### src/rtl/addsub_mc_if.sv
// Handshake bundle between the ALU sequencer and the multi-cycle add/subtract
// unit: an operation request channel (IN_ALU) and a result channel (OUT_ALU).
interface addsub_mc_if #(
    parameter int DATA_SIZE = 16,
    parameter int ID_SIZE   = 8
) ();

    logic                            in_valid;
    logic                            in_ready;
    logic [1:0]                      op;
    logic [DATA_SIZE-1:0]            opa;
    logic [DATA_SIZE-1:0]            opb;
    logic                            c_in;
    logic [ID_SIZE-1:0]              id;
    logic                            out_valid;
    logic                            out_ready;
    logic [ID_SIZE+4+DATA_SIZE-1:0]  result;

    modport master (
        output in_valid, op, opa, opb, c_in, id, out_ready,
        input  in_ready, out_valid, result
    );

    modport slave (
        input  in_valid, op, opa, opb, c_in, id, out_ready,
        output in_ready, out_valid, result
    );

endinterface

### src/rtl/addsub_mc.sv
// Multi-cycle add/subtract unit. Operands are captured once, then summed
// CHUNK_SIZE bits per cycle with the carry held in a register between slices.
// Subtraction is done as A + ~B + 1 (SBB uses ~c_in as the incoming carry).
module addsub_mc #(
    parameter int DATA_SIZE  = 16,
    parameter int CHUNK_SIZE = 4,
    parameter int ID_SIZE    = 8
) (
    input logic        clk,
    input logic        rst,
    addsub_mc_if.slave bus
);

    localparam int NCHUNK = DATA_SIZE / CHUNK_SIZE;
    localparam int CNT_W  = (NCHUNK > 1) ? $clog2(NCHUNK) : 1;
    localparam int RES_W  = ID_SIZE + 4 + DATA_SIZE;
    localparam int MSB    = DATA_SIZE - 1;

    localparam logic [CNT_W-1:0]     LAST_CNT   = CNT_W'(NCHUNK - 1);
    localparam logic [DATA_SIZE-1:0] SLICE_MASK = DATA_SIZE'({CHUNK_SIZE{1'b1}});

    typedef enum logic [1:0] {
        IDLE,
        CALC,
        DONE
    } state_t;

    state_t                 r_state;
    logic [DATA_SIZE-1:0]   r_a;
    logic [DATA_SIZE-1:0]   r_b;
    logic [DATA_SIZE-1:0]   r_sum;
    logic                   r_carry;
    logic                   r_isSub;
    logic [ID_SIZE-1:0]     r_id;
    logic [CNT_W-1:0]       r_cnt;
    logic                   r_outValid;
    logic [RES_W-1:0]       r_result;

    logic                   w_inReady;
    logic [31:0]            w_shift;
    logic [CHUNK_SIZE-1:0]  w_sliceA;
    logic [CHUNK_SIZE-1:0]  w_sliceB;
    logic [CHUNK_SIZE:0]    w_sliceSum;
    logic [DATA_SIZE-1:0]   w_sumFull;
    logic                   w_lastSlice;
    logic                   w_carryFlag;
    logic                   w_ovf;
    logic                   w_neg;
    logic                   w_zero;
    logic                   w_initCarry;
    logic [DATA_SIZE-1:0]   w_bPrime;

    // Ready is held low while reset is asserted so nothing is accepted then.
    assign w_inReady     = (r_state == IDLE) && !rst;
    assign bus.in_ready  = w_inReady;
    assign bus.out_valid = r_outValid;
    assign bus.result    = r_result;

    // Odd opcodes (SUB, SBB) subtract; ADC/SBB take the external carry.
    assign w_bPrime    = bus.op[0] ? ~bus.opb : bus.opb;
    assign w_initCarry = bus.op[1] ? (bus.c_in ^ bus.op[0]) : bus.op[0];

    // Current slice of each operand and its sum with the running carry.
    assign w_shift    = 32'(r_cnt) * 32'(CHUNK_SIZE);
    assign w_sliceA   = CHUNK_SIZE'(r_a >> w_shift);
    assign w_sliceB   = CHUNK_SIZE'(r_b >> w_shift);
    assign w_sliceSum = {1'b0, w_sliceA} + {1'b0, w_sliceB}
                      + {{CHUNK_SIZE{1'b0}}, r_carry};

    // Sum register with the current slice merged in, so the flags can be
    // taken in the same cycle that the last slice is produced.
    assign w_sumFull = (r_sum & ~(SLICE_MASK << w_shift))
                     | (DATA_SIZE'(w_sliceSum[CHUNK_SIZE-1:0]) << w_shift);

    assign w_lastSlice = (r_cnt == LAST_CNT);
    assign w_carryFlag = w_sliceSum[CHUNK_SIZE] ^ r_isSub;
    assign w_ovf       = (r_a[MSB] == r_b[MSB]) && (w_sumFull[MSB] != r_a[MSB]);
    assign w_neg       = w_sumFull[MSB];
    assign w_zero      = (w_sumFull == '0);

    // Control FSM plus datapath registers: capture, slice-by-slice add, hold.
    always_ff @(posedge clk) begin
        if (rst) begin
            r_state    <= IDLE;
            r_a        <= '0;
            r_b        <= '0;
            r_sum      <= '0;
            r_carry    <= 1'b0;
            r_isSub    <= 1'b0;
            r_id       <= '0;
            r_cnt      <= '0;
            r_outValid <= 1'b0;
            r_result   <= '0;
        end else begin
            case (r_state)
                IDLE: begin
                    if (bus.in_valid) begin
                        r_a     <= bus.opa;
                        r_b     <= w_bPrime;
                        r_id    <= bus.id;
                        r_isSub <= bus.op[0];
                        r_carry <= w_initCarry;
                        r_cnt   <= '0;
                        r_state <= CALC;
                    end
                end
                CALC: begin
                    r_sum   <= w_sumFull;
                    r_carry <= w_sliceSum[CHUNK_SIZE];
                    if (w_lastSlice) begin
                        r_cnt      <= '0;
                        r_result   <= {r_id, w_ovf, w_carryFlag, w_neg, w_zero, w_sumFull};
                        r_outValid <= 1'b1;
                        r_state    <= DONE;
                    end else begin
                        r_cnt <= r_cnt + CNT_W'(1);
                    end
                end
                DONE: begin
                    if (bus.out_ready) begin
                        r_outValid <= 1'b0;
                        r_state    <= IDLE;
                    end
                end
                default: begin
                    r_outValid <= 1'b0;
                    r_state    <= IDLE;
                end
            endcase
        end
    end

endmodule

### src/flat_wrapper.sv
// flat-port wrapper written by rule: the top's interface ports become plain ports
module addsub_mc_flat 
#(
    parameter int DATA_SIZE  = 16,
    parameter int CHUNK_SIZE = 4,
    parameter int ID_SIZE    = 8
)
  (clk, rst, bus_in_valid, bus_op, bus_opa, bus_opb, bus_c_in, bus_id, bus_out_ready, bus_in_ready, bus_out_valid, bus_result);
  addsub_mc_if #(.DATA_SIZE(DATA_SIZE), .ID_SIZE(ID_SIZE)) bus_i ();
  input logic clk;
  input logic rst;
  input wire logic [$bits(bus_i.in_valid)-1:0] bus_in_valid;
  input wire logic [$bits(bus_i.op)-1:0] bus_op;
  input wire logic [$bits(bus_i.opa)-1:0] bus_opa;
  input wire logic [$bits(bus_i.opb)-1:0] bus_opb;
  input wire logic [$bits(bus_i.c_in)-1:0] bus_c_in;
  input wire logic [$bits(bus_i.id)-1:0] bus_id;
  input wire logic [$bits(bus_i.out_ready)-1:0] bus_out_ready;
  output wire logic [$bits(bus_i.in_ready)-1:0] bus_in_ready;
  output wire logic [$bits(bus_i.out_valid)-1:0] bus_out_valid;
  output wire logic [$bits(bus_i.result)-1:0] bus_result;
  assign bus_i.in_valid = bus_in_valid;
  assign bus_i.op = bus_op;
  assign bus_i.opa = bus_opa;
  assign bus_i.opb = bus_opb;
  assign bus_i.c_in = bus_c_in;
  assign bus_i.id = bus_id;
  assign bus_i.out_ready = bus_out_ready;
  assign bus_in_ready = bus_i.in_ready;
  assign bus_out_valid = bus_i.out_valid;
  assign bus_result = bus_i.result;
  addsub_mc #(.DATA_SIZE(DATA_SIZE), .CHUNK_SIZE(CHUNK_SIZE), .ID_SIZE(ID_SIZE)) u_core (.clk(clk), .rst(rst), .bus(bus_i));
endmodule
### config.mk
export PLATFORM = sky130hd
export DESIGN_NAME = addsub_mc_flat
export DESIGN_NICKNAME = d
export VERILOG_FILES = /design/src/rtl/addsub_mc_if.sv /design/src/rtl/addsub_mc.sv /design/src/flat_wrapper.sv
export SDC_FILE = /design/constraint.sdc
export NUM_CORES = 1
export LEC_CHECK = 0
export ABC_AREA = 1
export BUFFER_PORTS_ARGS = -buffer_cell sky130_fd_sc_hd__buf_2
export CELL_PAD_IN_SITES_DETAIL_PLACEMENT = 0
export CELL_PAD_IN_SITES_GLOBAL_PLACEMENT = 2
export CORE_MARGIN = 2
export CORE_UTILIZATION = 31
export DETAILED_ROUTE_END_ITERATION = 10
export PLACE_DENSITY = 0.78
export SETUP_SLACK_MARGIN = 0.3
export SYNTH_ARGS = -nofsm -noshare
export SYNTH_HDL_FRONTEND = slang
export SYNTH_SLANG_ARGS = --single-unit
### constraint.sdc
create_clock -name clk -period 3.6 [get_ports clk]
set_input_delay 0.54 -clock clk [delete_from_list [all_inputs] [get_ports clk]]
set_output_delay 0.54 -clock clk [all_outputs]
set_load 0.1 [all_outputs]
==> results.json <==
{
  "outcome": "finished, final reports clean",
  "path_class": "reg -> reg",
  "grt_pass1_wl_um": 17700,
  "synth_top_area_share_pct": 43.5,
  "rsz0062_at_grt": "false",
  "nets": 662,
  "dr.pass1.iters": 4,
  "cell_internal_pwr_w": 0.00175,
  "io_buffers": 76,
  "placed_area_mm2": 0.00460,
  "netlist_area_mm2": 0.00415,
  "synth-seq-area-share_pct": 43.5,
  "min_to": "u_core.r_id[1]",
  "cts_root_buf": "clkbuf_16",
  "grt_max_degree": 58,
  "syn_avg_cell_area_um2": 7.55,
  "p_per_area_mw_per_mm2": 507,
  "num_vias": 3660,
  "tightest_slew_ps": 929,
  "die_w_um": 120,
  "fin_skew_ps": 6.50,
  "crit_fanout": 29,
  "synthArstFlopShare_pct": 0,
  "drc": 0,
  "wire_per_inst_um": 13.5,
  "crit_top_cell": "nor2_1",
  "viasPerCell": 4.65,
  "ctsResizeCount": 0,
  "min_from": "bus_id[1]",
  "numCtsBuffers": 9,
  "r2r-start": "u_core.r_cnt[0]",
  "worst_path_dominant_cell_family": "simple AND/OR/NAND/NOR gates",
  "hold_buffers": 0,
  "syn2layout_area_growth_pct": 18.3,
  "num_antenna_cells": 0,
  "synth_commonest_cells": "nor2_1 (122), dfxtp_1 (90), o21ai_0 (65)",
  "die_height_um": 120,
  "cp.arrival_ps": 2920,
  "setup_ws_ps": 902,
  "synth_edf_count": 0,
  "r2r_slack_ps": 900,
  "gp_congestion": 0.837,
  "drive_above_1_share_pct": 18.8,
  "grt_overflow_total": 0,
  "cts.clk_slew.worst_paths_ps": 70,
  "antenna_left": 0,
  "fill_cells": 1430,
  "postCtsSetupRepairBufs": 0,
  "fin_crit_sh_pct": 74.9,
  "p_clk_share_pct": 38.4,
  "cts.htree.levels": 3,
  "switching_share_pct": 29.4,
  "synth.area.top_cells": "dfxtp_1 (43%), nor2_1 (11%), o21ai_0 (7.8%)",
  "p_comb_share_pct": 17.6,
  "grt.total_usage_pct": 15.8,
  "synthMostInstantiatedCell": "nor2_1",
  "grt_pass1_vias": 3518,
  "cts_tree": "built",
  "die-area_mm2": 0.0143,
  "fmax_mhz": 371,
  "synth_top_area_cell": "dfxtp_1",
  "p_leak_nw": 2.31,
  "clkLatencyLatePin_ps": 340,
  "drv_slew": 0,
  "cts.sinks": 90,
  "synth_ff_type": "dfxtp_1",
  "dpl.cell_count": 771,
  "clockBufferDepth": 2,
  "core_mm2": 0.0131,
  "cp.required_ps": 3830,
  "drt_iter0_drc": 182,
  "setup.worst_path.end_class": "flip-flop",
  "p_total_w": 0.00248,
  "setup_tns_ps": 0,
  "r2r-end": "u_core.bus.result[16]",
  "totalWireLength_um": 10600,
  "design_area_mm2": 0.00490,
  "critPathBufInv": 2,
  "final_cells": 787,
  "start_kind": "flip-flop",
  "min_path_type": "in -> reg",
  "fin_crit_ps": 2700,
  "critical-path-slowest-cell": "fa_1",
  "r2r.worst_path.cells": 16,
  "power_frac_seq_pct": 44.0,
  "pin_count": 77,
  "ys_warn_count": 0,
  "synth-seq-cells": 90,
  "ys_types": 36,
  "synthCells": 549,
  "p_switching_w": 0.000732,
  "hold_violations": 0,
  "start_util_pct": 31.6,
  "dp_slack_ps": 916,
  "cpPeakStageDelay_ps": 380,
  "num_rows": 42,
  "setup_viol": 0,
  "whs_path_depth": 3,
  "vdd_ir_drop_max_mv": 0.279,
  "relSlewSlack_pct": 38.0,
  "drv_cap": 0,
  "hpwl_um": 7660,
  "path_cells": "buf_4 -> o21ai_0 -> o22ai_1 -> fa_1 -> inv_1 -> fa_1 -> nand2_1 -> nand3_1 -> nor2_1 -> nor2_1 -> nand2_1 -> nor2_1 -> nand2_1 -> nor2_1 -> nor2_1 -> nor2_1",
  "antenna_found_initial": 0,
  "syn-num-nets": 605
}
-- worst max-delay path by stage --
stage                     from               endpoint  slack (ps)  depth (start not counted)
2_1_floorplan  u_core.r_cnt[0]  u_core.bus.result[16]         850                         20
3_3_place_gp   u_core.r_cnt[0]  u_core.bus.result[16]         960                         16
3_5_place_dp   u_core.r_cnt[0]  u_core.bus.result[16]         920                         16
4_1_cts        u_core.r_cnt[0]  u_core.bus.result[16]         900                         16
5_1_grt        u_core.r_cnt[0]  u_core.bus.result[16]         520                         18
6_report       u_core.r_cnt[0]  u_core.bus.result[16]         900                         16
-- cells in the final DEF (no fill, tap or decap), types with 2 or more instances in the layout --
cell type / instances
a211oi_1: 15
a21oi_1: 23
a21oi_2: 2
a32oi_1: 2
buf_2: 76
buf_4: 7
clkbuf_16: 9
clkinv_4: 2
clkinvlp_4: 3
dfxtp_1: 90
fa_1: 2
ha_1: 7
inv_1: 43
inv_2: 6
inv_4: 2
nand2_1: 62
nand3_1: 11
nand4_1: 7
nor2_1: 122
nor2_8: 2
o211ai_1: 9
o21a_1: 7
o21ai_0: 65
o21ai_1: 2
o21bai_1: 2
o22ai_1: 6
xnor2_1: 17
-- power by group through the flow --
stage | sequential (W) | combinational [W] | clock, W
after floorplan | 0.00111 | 0.000328 | 0
after global placement | 0.00112 | 0.000437 | 0
after detailed placement | 0.00112 | 0.000439 | 0
after CTS | 0.00109 | 0.000441 | 0.000986
after global routing | 0.00110 | 0.000503 | 0.00103
final | 0.00109 | 0.000437 | 0.000955
-- flip-flops by register name, summed over array words and instances (netlist names) --
signal and flops:
u_core.r_b 16, u_core.r_cnt 2, u_core.r_state 2, u_core.bus.result 27
u_core.r_carry 1, u_core.r_id 8, u_core.r_sum 16, u_core.r_isSub 1
u_core.bus.out_valid 1, u_core.r_a 16
-- cells by family after synthesis --
family,after synthesis,share of synthesized area [%]
compound gates,137,19.6
simple gates,207,20.6
xor+xnor,18,3.80
buf+inv,88,9.51
fa+ha+maj,9,3.08
flops,90,43.5
-- worst reg2reg max path: stages (launching register included) --
cell and delay, ps:
dfxtp_1 340, buf_4 290, o21ai_0 130, o22ai_1 230
fa_1 220, inv_1 50, fa_1 380, nand2_1 150
nand3_1 80, nor2_1 280, nor2_1 90, nand2_1 80
nor2_1 40, nand2_1 50, nor2_1 40, nor2_1 70
nor2_1 40
-- layer usage --
metal / global-route usage, % / part of all wire [%]
met3: 4.47 / 4.3
met1: 20.6 / 48
met5: 0 / 0
met2: 25.5 / 47
met4: 4.34 / 1.2
-- cell type report --
cell class	instances	area (µm²)	area share (%)
Clock inverter	7	78.8	1.61
Tap cell	176	220	4.49
Sequential cell	90	1800	36.7
Multi-Input combinational cell	371	1950	39.7
Inverter	51	196	4.01
Clock buffer	9	225	4.59
Timing Repair Buffer	83	433	8.83
-- metrics by stage --
step / hold slack [ps] / util (%)
after floorplan: 430 / -
after global placement: 448 / 35.0
after detailed placement: 457 / 35.0
after CTS: 435 / 37.3
after global routing: 454 / 37.3
final: 444 / 37.3
Note: power is estimated with default switching activity, not from simulation.
